<file path="src/rtl/mem_port_arbiter_pkg.sv">
`default_nettype none
// ============================================================================
// Module      : mem_port_arbiter_pkg
// Description : Shared constants for the fetch/memory-stage port arbiter.
//               Holds the memory geometry, access widths, the starvation
//               limit and the arbiter state encoding.
// Revision    : 1.0 - initial release
// ============================================================================
package mem_port_arbiter_pkg;

    // Byte size of the shared memory behind the single port
    localparam int MEM_BYTES   = 1024;

    // Consecutive data grants tolerated while a fetch is waiting
    localparam int STARVE_MAX  = 4;

    // Bytes returned to fetch (longest instruction) and moved by data accesses
    localparam int INSTR_BYTES = 10;
    localparam int WORD_BYTES  = 8;

    // Arbiter state encoding
    localparam logic [1:0] ST_IDLE   = 2'd0;
    localparam logic [1:0] ST_BUSY_I = 2'd1;
    localparam logic [1:0] ST_BUSY_D = 2'd2;
    localparam logic [1:0] ST_DONE   = 2'd3;

endpackage : mem_port_arbiter_pkg
`default_nettype wire

</file>
<file path="src/rtl/mem_bounds_chk.sv">
`default_nettype none
// ============================================================================
// Module      : mem_bounds_chk
// Description : Combinational range check of a multi-byte access. Flags an
//               access whose last byte would fall beyond the memory size.
//               The sum is formed one bit wider than the address so that
//               addresses near 2^64 cannot wrap into range.
// Revision    : 1.0 - initial release
// ============================================================================
module mem_bounds_chk #(
    parameter int MEM_BYTES = 1024,
    parameter int ACC_BYTES = 8
) (
    input  logic [63:0] i_addr,
    output logic        o_oor
);

    logic [64:0] w_end;

    assign w_end = {1'b0, i_addr} + 65'(ACC_BYTES);
    assign o_oor = (w_end > 65'(MEM_BYTES));

endmodule : mem_bounds_chk
`default_nettype wire

</file>
<file path="src/rtl/mem_port_arbiter.sv">
`default_nettype none
// ============================================================================
// Module      : mem_port_arbiter
// Description : Arbitrates one memory port between the instruction fetch
//               stage and the memory stage. Data accesses normally win; a
//               fetch is forced through after STARVE_MAX consecutive data
//               grants taken while it was waiting. Out-of-range accesses are
//               answered with an error strobe and never reach memory.
// Revision    : 1.0 - initial release
// ============================================================================
module mem_port_arbiter #(
    parameter int MEM_BYTES  = mem_port_arbiter_pkg::MEM_BYTES,
    parameter int STARVE_MAX = mem_port_arbiter_pkg::STARVE_MAX
) (
    input  logic        clk,
    input  logic        rst_n,

    // Fetch requester
    input  logic        i_req,
    input  logic [63:0] i_addr,
    output logic        i_valid,
    output logic [79:0] i_rdata,
    output logic        i_err,
    output logic        i_stall,

    // Memory-stage requester
    input  logic        d_req,
    input  logic        d_we,
    input  logic [63:0] d_addr,
    input  logic [63:0] d_wdata,
    output logic        d_valid,
    output logic [63:0] d_rdata,
    output logic        d_err,
    output logic        d_stall,

    // Shared memory port
    output logic        mem_req,
    output logic        mem_we,
    output logic [63:0] mem_addr,
    output logic [63:0] mem_wdata,
    input  logic        mem_ready,
    input  logic [79:0] mem_rdata
);

    import mem_port_arbiter_pkg::*;

    // Counter must be able to hold STARVE_MAX; keep at least one bit
    localparam int CNT_W = (STARVE_MAX < 1) ? 1 : $clog2(STARVE_MAX + 1);
    localparam logic [CNT_W-1:0] STARVE_LIM = CNT_W'(STARVE_MAX);

    logic [1:0]       r_state;
    logic [CNT_W-1:0] r_starve_cnt;

    logic             r_mem_req;
    logic             r_mem_we;
    logic [63:0]      r_mem_addr;
    logic [63:0]      r_mem_wdata;

    logic             r_i_valid;
    logic [79:0]      r_i_rdata;
    logic             r_i_err;
    logic             r_d_valid;
    logic [63:0]      r_d_rdata;
    logic             r_d_err;

    logic             w_i_oor;
    logic             w_d_oor;
    logic             w_idle;
    logic             w_i_win;
    logic             w_d_win;
    logic             w_i_go;
    logic             w_d_go;
    logic             w_acc_done;

    // ------------------------------------------------------------------
    // Address range checks, one per requester
    // ------------------------------------------------------------------
    mem_bounds_chk #(
        .MEM_BYTES (MEM_BYTES),
        .ACC_BYTES (INSTR_BYTES)
    ) u_i_bounds (
        .i_addr (i_addr),
        .o_oor  (w_i_oor)
    );

    mem_bounds_chk #(
        .MEM_BYTES (MEM_BYTES),
        .ACC_BYTES (WORD_BYTES)
    ) u_d_bounds (
        .i_addr (d_addr),
        .o_oor  (w_d_oor)
    );

    // ------------------------------------------------------------------
    // Arbitration: only meaningful in IDLE. Fetch wins when alone or when
    // the memory stage has already taken STARVE_MAX grants in a row.
    // ------------------------------------------------------------------
    assign w_idle     = (r_state == ST_IDLE);
    assign w_i_win    = i_req & (~d_req | (r_starve_cnt == STARVE_LIM));
    assign w_d_win    = d_req & ~w_i_win;
    assign w_i_go     = w_idle & w_i_win & ~w_i_oor;
    assign w_d_go     = w_idle & w_d_win & ~w_d_oor;
    assign w_acc_done = mem_ready &
                        ((r_state == ST_BUSY_I) | (r_state == ST_BUSY_D));

    // State sequencing and starvation counter
    always_ff @(posedge clk or negedge rst_n) begin
        if (!rst_n) begin
            r_state      <= ST_IDLE;
            r_starve_cnt <= '0;
        end else begin
            case (r_state)
                ST_IDLE: begin
                    if (w_d_win) begin
                        r_state <= w_d_oor ? ST_DONE : ST_BUSY_D;
                        if (i_req) begin
                            if (r_starve_cnt != STARVE_LIM) begin
                                r_starve_cnt <= r_starve_cnt + CNT_W'(1);
                            end
                        end else begin
                            r_starve_cnt <= '0;
                        end
                    end else if (w_i_win) begin
                        r_state      <= w_i_oor ? ST_DONE : ST_BUSY_I;
                        r_starve_cnt <= '0;
                    end
                end
                ST_BUSY_I,
                ST_BUSY_D: begin
                    if (mem_ready) begin
                        r_state <= ST_DONE;
                    end
                end
                ST_DONE: begin
                    r_state <= ST_IDLE;
                end
                default: begin
                    r_state <= ST_IDLE;
                end
            endcase
        end
    end

    // Memory port command: captured at the grant, held until completion
    always_ff @(posedge clk or negedge rst_n) begin
        if (!rst_n) begin
            r_mem_req   <= 1'b0;
            r_mem_we    <= 1'b0;
            r_mem_addr  <= '0;
            r_mem_wdata <= '0;
        end else if (w_d_go) begin
            r_mem_req   <= 1'b1;
            r_mem_we    <= d_we;
            r_mem_addr  <= d_addr;
            r_mem_wdata <= d_wdata;
        end else if (w_i_go) begin
            r_mem_req   <= 1'b1;
            r_mem_we    <= 1'b0;
            r_mem_addr  <= i_addr;
            r_mem_wdata <= '0;
        end else if (w_acc_done) begin
            r_mem_req   <= 1'b0;
            r_mem_we    <= 1'b0;
        end
    end

    // Response strobes, read data capture and error flags
    always_ff @(posedge clk or negedge rst_n) begin
        if (!rst_n) begin
            r_i_valid <= 1'b0;
            r_i_rdata <= '0;
            r_i_err   <= 1'b0;
            r_d_valid <= 1'b0;
            r_d_rdata <= '0;
            r_d_err   <= 1'b0;
        end else begin
            case (r_state)
                ST_IDLE: begin
                    // Rejected accesses skip memory and answer next cycle
                    if (w_d_win && w_d_oor) begin
                        r_d_valid <= 1'b1;
                        r_d_err   <= 1'b1;
                    end else if (!w_d_win && w_i_win && w_i_oor) begin
                        r_i_valid <= 1'b1;
                        r_i_err   <= 1'b1;
                    end
                end
                ST_BUSY_I: begin
                    if (mem_ready) begin
                        r_i_valid <= 1'b1;
                        r_i_err   <= 1'b0;
                        r_i_rdata <= mem_rdata;
                    end
                end
                ST_BUSY_D: begin
                    if (mem_ready) begin
                        r_d_valid <= 1'b1;
                        r_d_err   <= 1'b0;
                        // Writes leave the previous read data in place
                        if (!r_mem_we) begin
                            r_d_rdata <= mem_rdata[79:16];
                        end
                    end
                end
                ST_DONE: begin
                    r_i_valid <= 1'b0;
                    r_i_err   <= 1'b0;
                    r_d_valid <= 1'b0;
                    r_d_err   <= 1'b0;
                end
                default: begin
                    r_i_valid <= 1'b0;
                    r_d_valid <= 1'b0;
                end
            endcase
        end
    end

    assign mem_req   = r_mem_req;
    assign mem_we    = r_mem_we;
    assign mem_addr  = r_mem_addr;
    assign mem_wdata = r_mem_wdata;

    assign i_valid   = r_i_valid;
    assign i_rdata   = r_i_rdata;
    assign i_err     = r_i_err;
    assign d_valid   = r_d_valid;
    assign d_rdata   = r_d_rdata;
    assign d_err     = r_d_err;

    // Requesters stall until their own response strobe
    assign i_stall   = i_req & ~r_i_valid;
    assign d_stall   = d_req & ~r_d_valid;

endmodule : mem_port_arbiter
`default_nettype wire

</file>
<file path="config.mk">
export PLATFORM = sky130hd
export DESIGN_NAME = mem_port_arbiter
export DESIGN_NICKNAME = d
export VERILOG_FILES = /design/src/rtl/mem_port_arbiter_pkg.sv /design/src/rtl/mem_bounds_chk.sv /design/src/rtl/mem_port_arbiter.sv
export SDC_FILE = /design/constraint.sdc
export NUM_CORES = 1
export LEC_CHECK = 0
export ABC_AREA = 0
export CAP_MARGIN = 20
export CORE_AREA = 2 2 219 221
export CTS_CLUSTER_DIAMETER = 50
export DETAILED_ROUTE_END_ITERATION = 7
export DIE_AREA = 0 0 221 223
export PLACE_DENSITY = 0.61
export SETUP_SLACK_MARGIN = 0.3
export SLEW_MARGIN = 20
export SYNTH_ARGS = -nofsm -noshare
export SYNTH_HDL_FRONTEND = slang
export SYNTH_SLANG_ARGS = --single-unit
</file>
<file path="constraint.sdc">
create_clock -name clk -period 3.85 [get_ports clk]
set_input_delay 0.5775 -clock clk [delete_from_list [all_inputs] [get_ports clk]]
set_output_delay 0.5775 -clock clk [all_outputs]
set_load 0.05 [all_outputs]
</file>
==> summary.txt, run 1 <==
Final layout
  – Area Overhead vs Synth: 78.6%
  – Register Area: 7080 sq um
  – Most frequent cells in the layout: clkdlybuf4s50_1 (469), buf_4 (354), dfrtp_1 (283)
  – Fillers: 4211
  – Final core occ: 55.5%
  – Multi-input gate area: 7870 sq um
  – # nets final: 2644
  – Final Cell Area: 26200 sq um
  – Most common cell after layout, fill and taps aside: clkdlybuf4s50_1
  – Layout cells sized above 1: 33.6%

Synthesis
  – Synth warnings: 0
  – EDFF count, synth: 0
  – Syn avg cell area: 10.1 sq um
  – Synth Instances: 1444
  – Post-synth ARST share: 100%
  – Flops & latches, synth: 283
  – Ys flop type: dfrtp_1
  – Synth cell types: 73
  – Mapped Area: 14700 sq um
  – Seq/Total Area, Yosys: 48.3%
  – Net count after synthesis: 1731

Power
  – Sequential share of power: 28.8%
  – Internal power: 8.61 mW
  – Pleak: 11.4 nW
  – Maximum VDD drop: 0.736 mV
  – Gate power share: 47.2%
  – Clock Power Share: 24.0%
  – Switch share: 41.4%
  – Tot Pwr: 14.7 mW
  – P_sw: 6.08 mW
  – Power Density: 561 nW/um^2

Critical path
  – Worst Path Max Fanout: 7
  – Crit path largest cell delay: 540 ps
  – Cells along the critical path: buf_8, nand4_1, or4_4, buf_6, buf_6, or4_4, a21o_1, a221o_1, or4_4, nor4_4, nand2_4, clkbuf_16, and3_4
  – Worst EP required: 4270 ps
  – Critical path arrival: 4060 ps
  – Crit path top cell by count: or4_4
  – Critical path endpoint category: flop
  – Crit start category: input pin
  – CP delay by family, top: simple AND/OR/NAND/NOR gates
  – Crit path buf inv count: 4
  – Critical path's slowest cell: or4_4
  – Critical path class: input pin to flop

Detailed routing
  – Pre-Repair DR Iteration Count: 7
  – Via count: 16000
  – DR vias/cell: 5.32
  – # DRC: 0
  – Drt wl/cell: 21.9 microns
  – DRT Wirelength: 65700 microns
  – Number of nets still failing antenna checks after routing: 0
  – Initial DRC count: 1168

Die
  – DIE AREA: 49300 sq um
  – Starting density of the core: 31.1%
  – I/O Pins: 558
  – Die H: 223 microns
  – FP Rows: 80
  – Core area: 47100 sq um
  – Die W: 221 microns

Status
  – Outcome: completed

Min path
  – Hold Crit Class: input pin to async pin

STA
  – Final Max Tran Viols: 0
  – Hold WS: 59.9 ps
  – Fin crit share: 94.5%
  – Final setup viols: 0
  – Fmax: 275 MHz
  – Actual slew at the worst max-slew pin: 756 ps
  – RSZ-0062 raised after global routing: yes
  – Final Hold Vio Count: 0
  – Worst Skew: 17.3 ps
  – Setup Total Neg Slack: 0 ps
  – Relative slew slack: 49.6%
  – Post-layout min period: 3640 ps

Placement
  – Placed cell area: 23700 sq um
  – Port Buffers: 557
  – Gpl congestion: 0.999
  – Hpwl dp: 50300 microns

Global routing
  – Vias in the first global route: 16100
  – Total grt overflow: 0
  – Pin count of the biggest net entering global routing: 96
  – GRT Resource Usage Total: 25.1%
  – Initial antenna violation count: 12
  – Wire length of the first global-routing pass: 96700 microns

Clock network
  – CTS Buf Count: 37
  – CTS sink count: 283
  – # hold bufs at CTS: 0
  – H-Tree Depth: 2
  – TritonCTS clock tree: yes
  – Worst skew pair latency: 540 ps
  – Clk pin slew, worst setup/hold paths: 50 ps
  – Clock Tree Root: clkbuf_16
  – CTS Buffer Depth: 3

Job
  – Max cap viols: 0
==> worst paths after layout <==
check                           startpoint            end  slack [ps]  depth (start not counted)
worst max-delay path             i_addr[5]   mem_addr[60]         210                         13
worst min-delay path                 rst_n   mem_addr[33]          60                          1
worst max register to register  r_state[1]  mem_wdata[16]         750                         12
worst min register to register     mem_req        mem_req         480                          1
max in group asynchronous            rst_n  mem_wdata[60]        2890                          2
min in group clk                 d_addr[3]    mem_addr[3]         350                          3
==> flip-flops by register name (all words and copies together) (netlist names) <==
name / flops
i_rdata: 80
d_valid: 1
r_state: 2
d_rdata: 64
mem_addr: 64
i_err: 1
mem_req: 1
mem_wdata: 64
mem_we: 1
d_err: 1
r_starve_cnt: 3
i_valid: 1
==> through the flow <==
stage | setup WS [ps] | std cells
6_report | 212 | 3003
5_1_grt | 180 | 3002
4_1_cts | 253 | 2981
3_5_place_dp | -908 | 2892
3_3_place_gp | -865 | 2892
2_1_floorplan | 168 | 1444
==> cell type report <==
class | count | area share (%)
inverters | 38 | 0.545
diodes | 4 | 0.0382
clock inverters | 19 | 0.894
flip-flops and latches | 283 | 27.1
clock buffers | 47 | 3.95
multi-input cells | 1040 | 30.1
repair buffers | 957 | 34.5
well taps | 615 | 2.94
==> cell families (layout without fill, tap and decap cells) <==
logic type,Yosys count,count (layout),share of synthesized area [%]
and+or+nand+nor,565,565,21.8
AOI/OAI and AO/OA,285,285,12.2
DFF,283,283,48.3
xor gates and xnor gates,17,17,1.02
buffers and inverters,121,1061,3.36
other,0,4,0
muxes,164,164,12.5
adders and majority gates,9,9,0.769
==> cells in the mapped netlist, types with 13 or more instances <==
master | number | share of area [%]
a21oi_1 | 14 | 0.48
and3_1 | 86 | 3.7
and4_1 | 13 | 0.78
clkbuf_1 | 58 | 1.5
dfrtp_1 | 283 | 48
inv_1 | 38 | 0.97
mux2_2 | 151 | 12
nand2_1 | 70 | 1.8
nand3_1 | 111 | 3.8
nand4_1 | 59 | 2.5
nor2_1 | 62 | 1.6
nor3_1 | 37 | 1.3
nor4_1 | 37 | 1.6
o21ai_0 | 118 | 4.0
o21ai_1 | 42 | 1.4
or4_1 | 24 | 1.2
==> layer usage <==
metal  track usage [%]  wire (microns)  vias up
met5                 0              74        -
met4              7.99            2240       12
met2              44.5           32900      620
met3              6.36            4520      140
met1              29.7           26000     7889
li1                  -               -     7326
==> power by group through the flow <==
stage	registers (mW)	logic [mW]	clock network, mW
after floorplan	7.04	1.37	0
after global placement	4.22	6.83	0
after detailed placement	4.27	6.89	0
after CTS	4.23	6.94	3.59
after global routing	4.33	7.19	3.72
final	4.22	6.94	3.53
==> repair_timing <==
action,4_1_cts,5_1_grt
cloned,5,9
endpoints found under the setup margin,136,136
endpoints found under the hold margin,0,0
pin swaps,23,71
buffers inserted,18,9
resized for setup,180,207
(Power assumes the default switching activity.)
==> inputs of run 2 (changes only) <==
--- a/config.mk
+++ b/config.mk
@@ -5,13 +5,13 @@
 export SDC_FILE = /design/constraint.sdc
 export NUM_CORES = 1
 export LEC_CHECK = 0
-export ABC_AREA = 0
 export CAP_MARGIN = 20
 export CORE_AREA = 2 2 219 221
 export CTS_CLUSTER_DIAMETER = 50
 export DETAILED_ROUTE_END_ITERATION = 7
 export DIE_AREA = 0 0 221 223
 export PLACE_DENSITY = 0.61
+export REMOVE_ABC_BUFFERS = 1
 export SETUP_SLACK_MARGIN = 0.3
 export SLEW_MARGIN = 20
 export SYNTH_ARGS = -nofsm -noshare
==> run 2 against run 1 <==
Flip-flop and latch count unchanged. Largest power group unchanged. Register-to-register slack gained 70 ps. Sequential power hardly changed. Total power down 1.4%.
==> summary.txt, run 2 (synthesized netlist as in run 1, its figures left out) <==
Clock network
  – CTS sink count: 283 (unchanged)
  – CTS Buf Count: 36 (-2.7%)
  – CTS Buffer Depth: 3 (unchanged)
  – TritonCTS clock tree: yes
  – Clk pin slew, worst setup/hold paths: 60 ps (about the same)
  – Clock Tree Root: clkbuf_16
  – H-Tree Depth: 2 (unchanged)
  – Worst skew pair latency: 550 ps (about the same)

Placement
  – Gpl congestion: 0.992 (-0.70%)
  – Hpwl dp: 51200 microns (+1.6%)
  – Dpl cells: 2885 (-0.24%)
  – Pre-CTS worst setup slack: -911 ps (-3.38 ps)
  – Port Buffers: 557 (unchanged)

Final layout
  – # nets final: 2637 (-0.26%)
  – Fin cells: 2995 (-0.27%)
  – Most common cell after layout, fill and taps aside: clkdlybuf4s50_1
  – Area Overhead vs Synth: 76.5%
  – Most frequent cells in the layout: clkdlybuf4s50_1 (461), buf_4 (337), dfrtp_1 (283)
  – Layout cells sized above 1: 31.1% (-2.6 points)
  – Max reg flops: 80 (unchanged)

Job
  – Max cap viols: 0 (unchanged)

Die
  – DIE AREA: 49300 sq um (unchanged)
  – Die W: 221 microns (unchanged)
  – Die H: 223 microns (unchanged)
  – FP Rows: 80 (unchanged)
  – Core area: 47100 sq um (unchanged)
  – Starting density of the core: 31.1% (unchanged)
  – I/O Pins: 558 (unchanged)

Power
  – Pleak: 11.4 nW (-0.24%)
  – Maximum VDD drop: 0.762 mV (+3.5%)
  – Power Density: 560 nW/um^2 (-0.17%)

STA
  – Post-layout min period: 3500 ps (-136 ps)
  – Relative slew slack: 39.6% (-10 points)
  – Slack of the critical path: 349 ps (+136 ps)
  – Final setup viols: 0 (unchanged)
  – Fmax: 286 MHz (+3.9%)
  – Final Max Tran Viols: 0 (unchanged)
  – Worst Skew: 13.5 ps (-3.80 ps)
  – Fin crit share: 90.9% (-3.5 points)
  – RSZ-0062 raised after global routing: yes
  – Actual slew at the worst max-slew pin: 903 ps (+147 ps)
  – Final Hold Vio Count: 0 (unchanged)

Global routing
  – GRT Resource Usage Total: 25.2% (+0.059 points)
  – Total grt overflow: 0 (unchanged)
  – Pin count of the biggest net entering global routing: 108 (+13%)
  – Vias in the first global route: 15900 (-1.4%)
  – Wire length of the first global-routing pass: 96300 microns (-0.34%)
  – Initial antenna violation count: 5 (-7)

Critical path
  – Critical path endpoint category: flop
  – Worst EP required: 4320 ps (+50 ps)
  – Critical path class: input pin to flop
  – Worst Path Max Fanout: 6 (-1)
  – Crit start category: input pin
  – Critical path arrival: 3980 ps (-80 ps)

Detailed routing
  – DR vias/cell: 5.35 (+0.52%)
  – Detailed-routed wire length on met3: 4250 microns (-5.9%)
  – Initial DRC count: 1166 (-0.17%)
  – Number of nets still failing antenna checks after routing: 0 (unchanged)
  – Pre-Repair DR Iteration Count: 5 (-2)
  – DRT Wirelength: 65500 microns (-0.23%)
  – Top Layer Used: met5
  – Via count: 16000 (+0.25%)
  – Met1 WL: 27000 microns (+4.1%)
  – # DRC: 0 (unchanged)
  – Drt wl/cell: 21.9 microns (about the same)
  – Met2 wire len: 32100 microns (-2.3%)

Status
  – Outcome: completed

Min path
  – Hold Crit Class: input pin to async pin
==> run 2: cell count changes in the layout (fill, tap and decap cells not counted), sizes merged, moves of 3 or more <==
cell | before | now
buf | 407 | 394
dlygate4sd2 | 24 | 37
clkdlybuf4s50 | 469 | 461
clkbuf | 77 | 70
dlymetal6s2s | 23 | 30
clkdlybuf4s15 | 4 | 7
==> run 2: layout make-up <==
cell class | instances | area [sq um]
fillers | 4202 | 21300
repair buffers | 951 | 8960
multi-input cells | 1040 | 7750
flip-flops and latches | 283 | 7080
clock buffers | 48 | 966
well taps | 615 | 769
clock inverters | 18 | 194
inverters | 38 | 143
diodes | 2 | 5.00
==> run 2: final timing paths <==
check,start,to,slack (ps),depth (start not counted)
max reg2reg,r_state[1],d_err,820,10
min reg2reg,d_rdata[48],d_rdata[48],500,1
min,rst_n,mem_addr[36],40,1
max in group asynchronous,rst_n,mem_wdata[32],2760,2
min in group clk,d_addr[7],mem_addr[7],430,4
max,d_addr[56],mem_addr[10],350,14
==> run 2: routing by layer <==
| layer | vias up | track usage (%) |
|---|---|---|
| met5 | - | 0 |
| met3 | 116 | 5.11 |
| met2 | 714 | 43.1 |
| met1 | 7889 | 31.6 |
| li1 | 7304 | - |
| met4 | 4 | 8.64 |
==> run 2: critical path, cell delays in order <==
cell and delay (ps):
clkdlybuf4s50_1 560, nand2_1 110, or4_4 510, o31a_1 320, a211oi_2 170, or4b_4 500
buf_6 140, nor4_4 390, buf_12 160, buf_12 150, buf_6 110, buf_4 100
a32oi_1 90, o21ai_1 80
==> run 2: where the power goes <==
part | total [mW] | internal (mW) | switching (mW)
Combinational | 6.97 | 2.67 | 4.30
Sequential | 4.25 | 3.80 | 0.454
Clock | 3.26 | 1.89 | 1.38
==> run 2: repair_timing <==
| item | CTS | global route |
|---|---|---|
| endpoints found under the setup margin | 136 | 136 |
| pin swaps | 45 | 43 |
| gates resized for setup | 171 | 160 |
| setup buffers | 19 | 17 |
| hold buffers | 0 | 0 |
| gates cloned | 2 | 4 |
==> run 2: per-stage QoR <==
step                      setup TNS [ps]  power, mW  hold WS [ps]  util, %  instance area (sq um)
final                                  0       14.5          40.6     54.9                  25900
after CTS                              0       14.6           102     53.7                  25300
after global placement           -115050       11.2           480     49.9                  23500
after detailed placement         -116450       11.3           484     49.9                  23500
after global routing                   0       15.0           135     54.9                  25900
after floorplan                  -595230       8.43           282        -                  14300
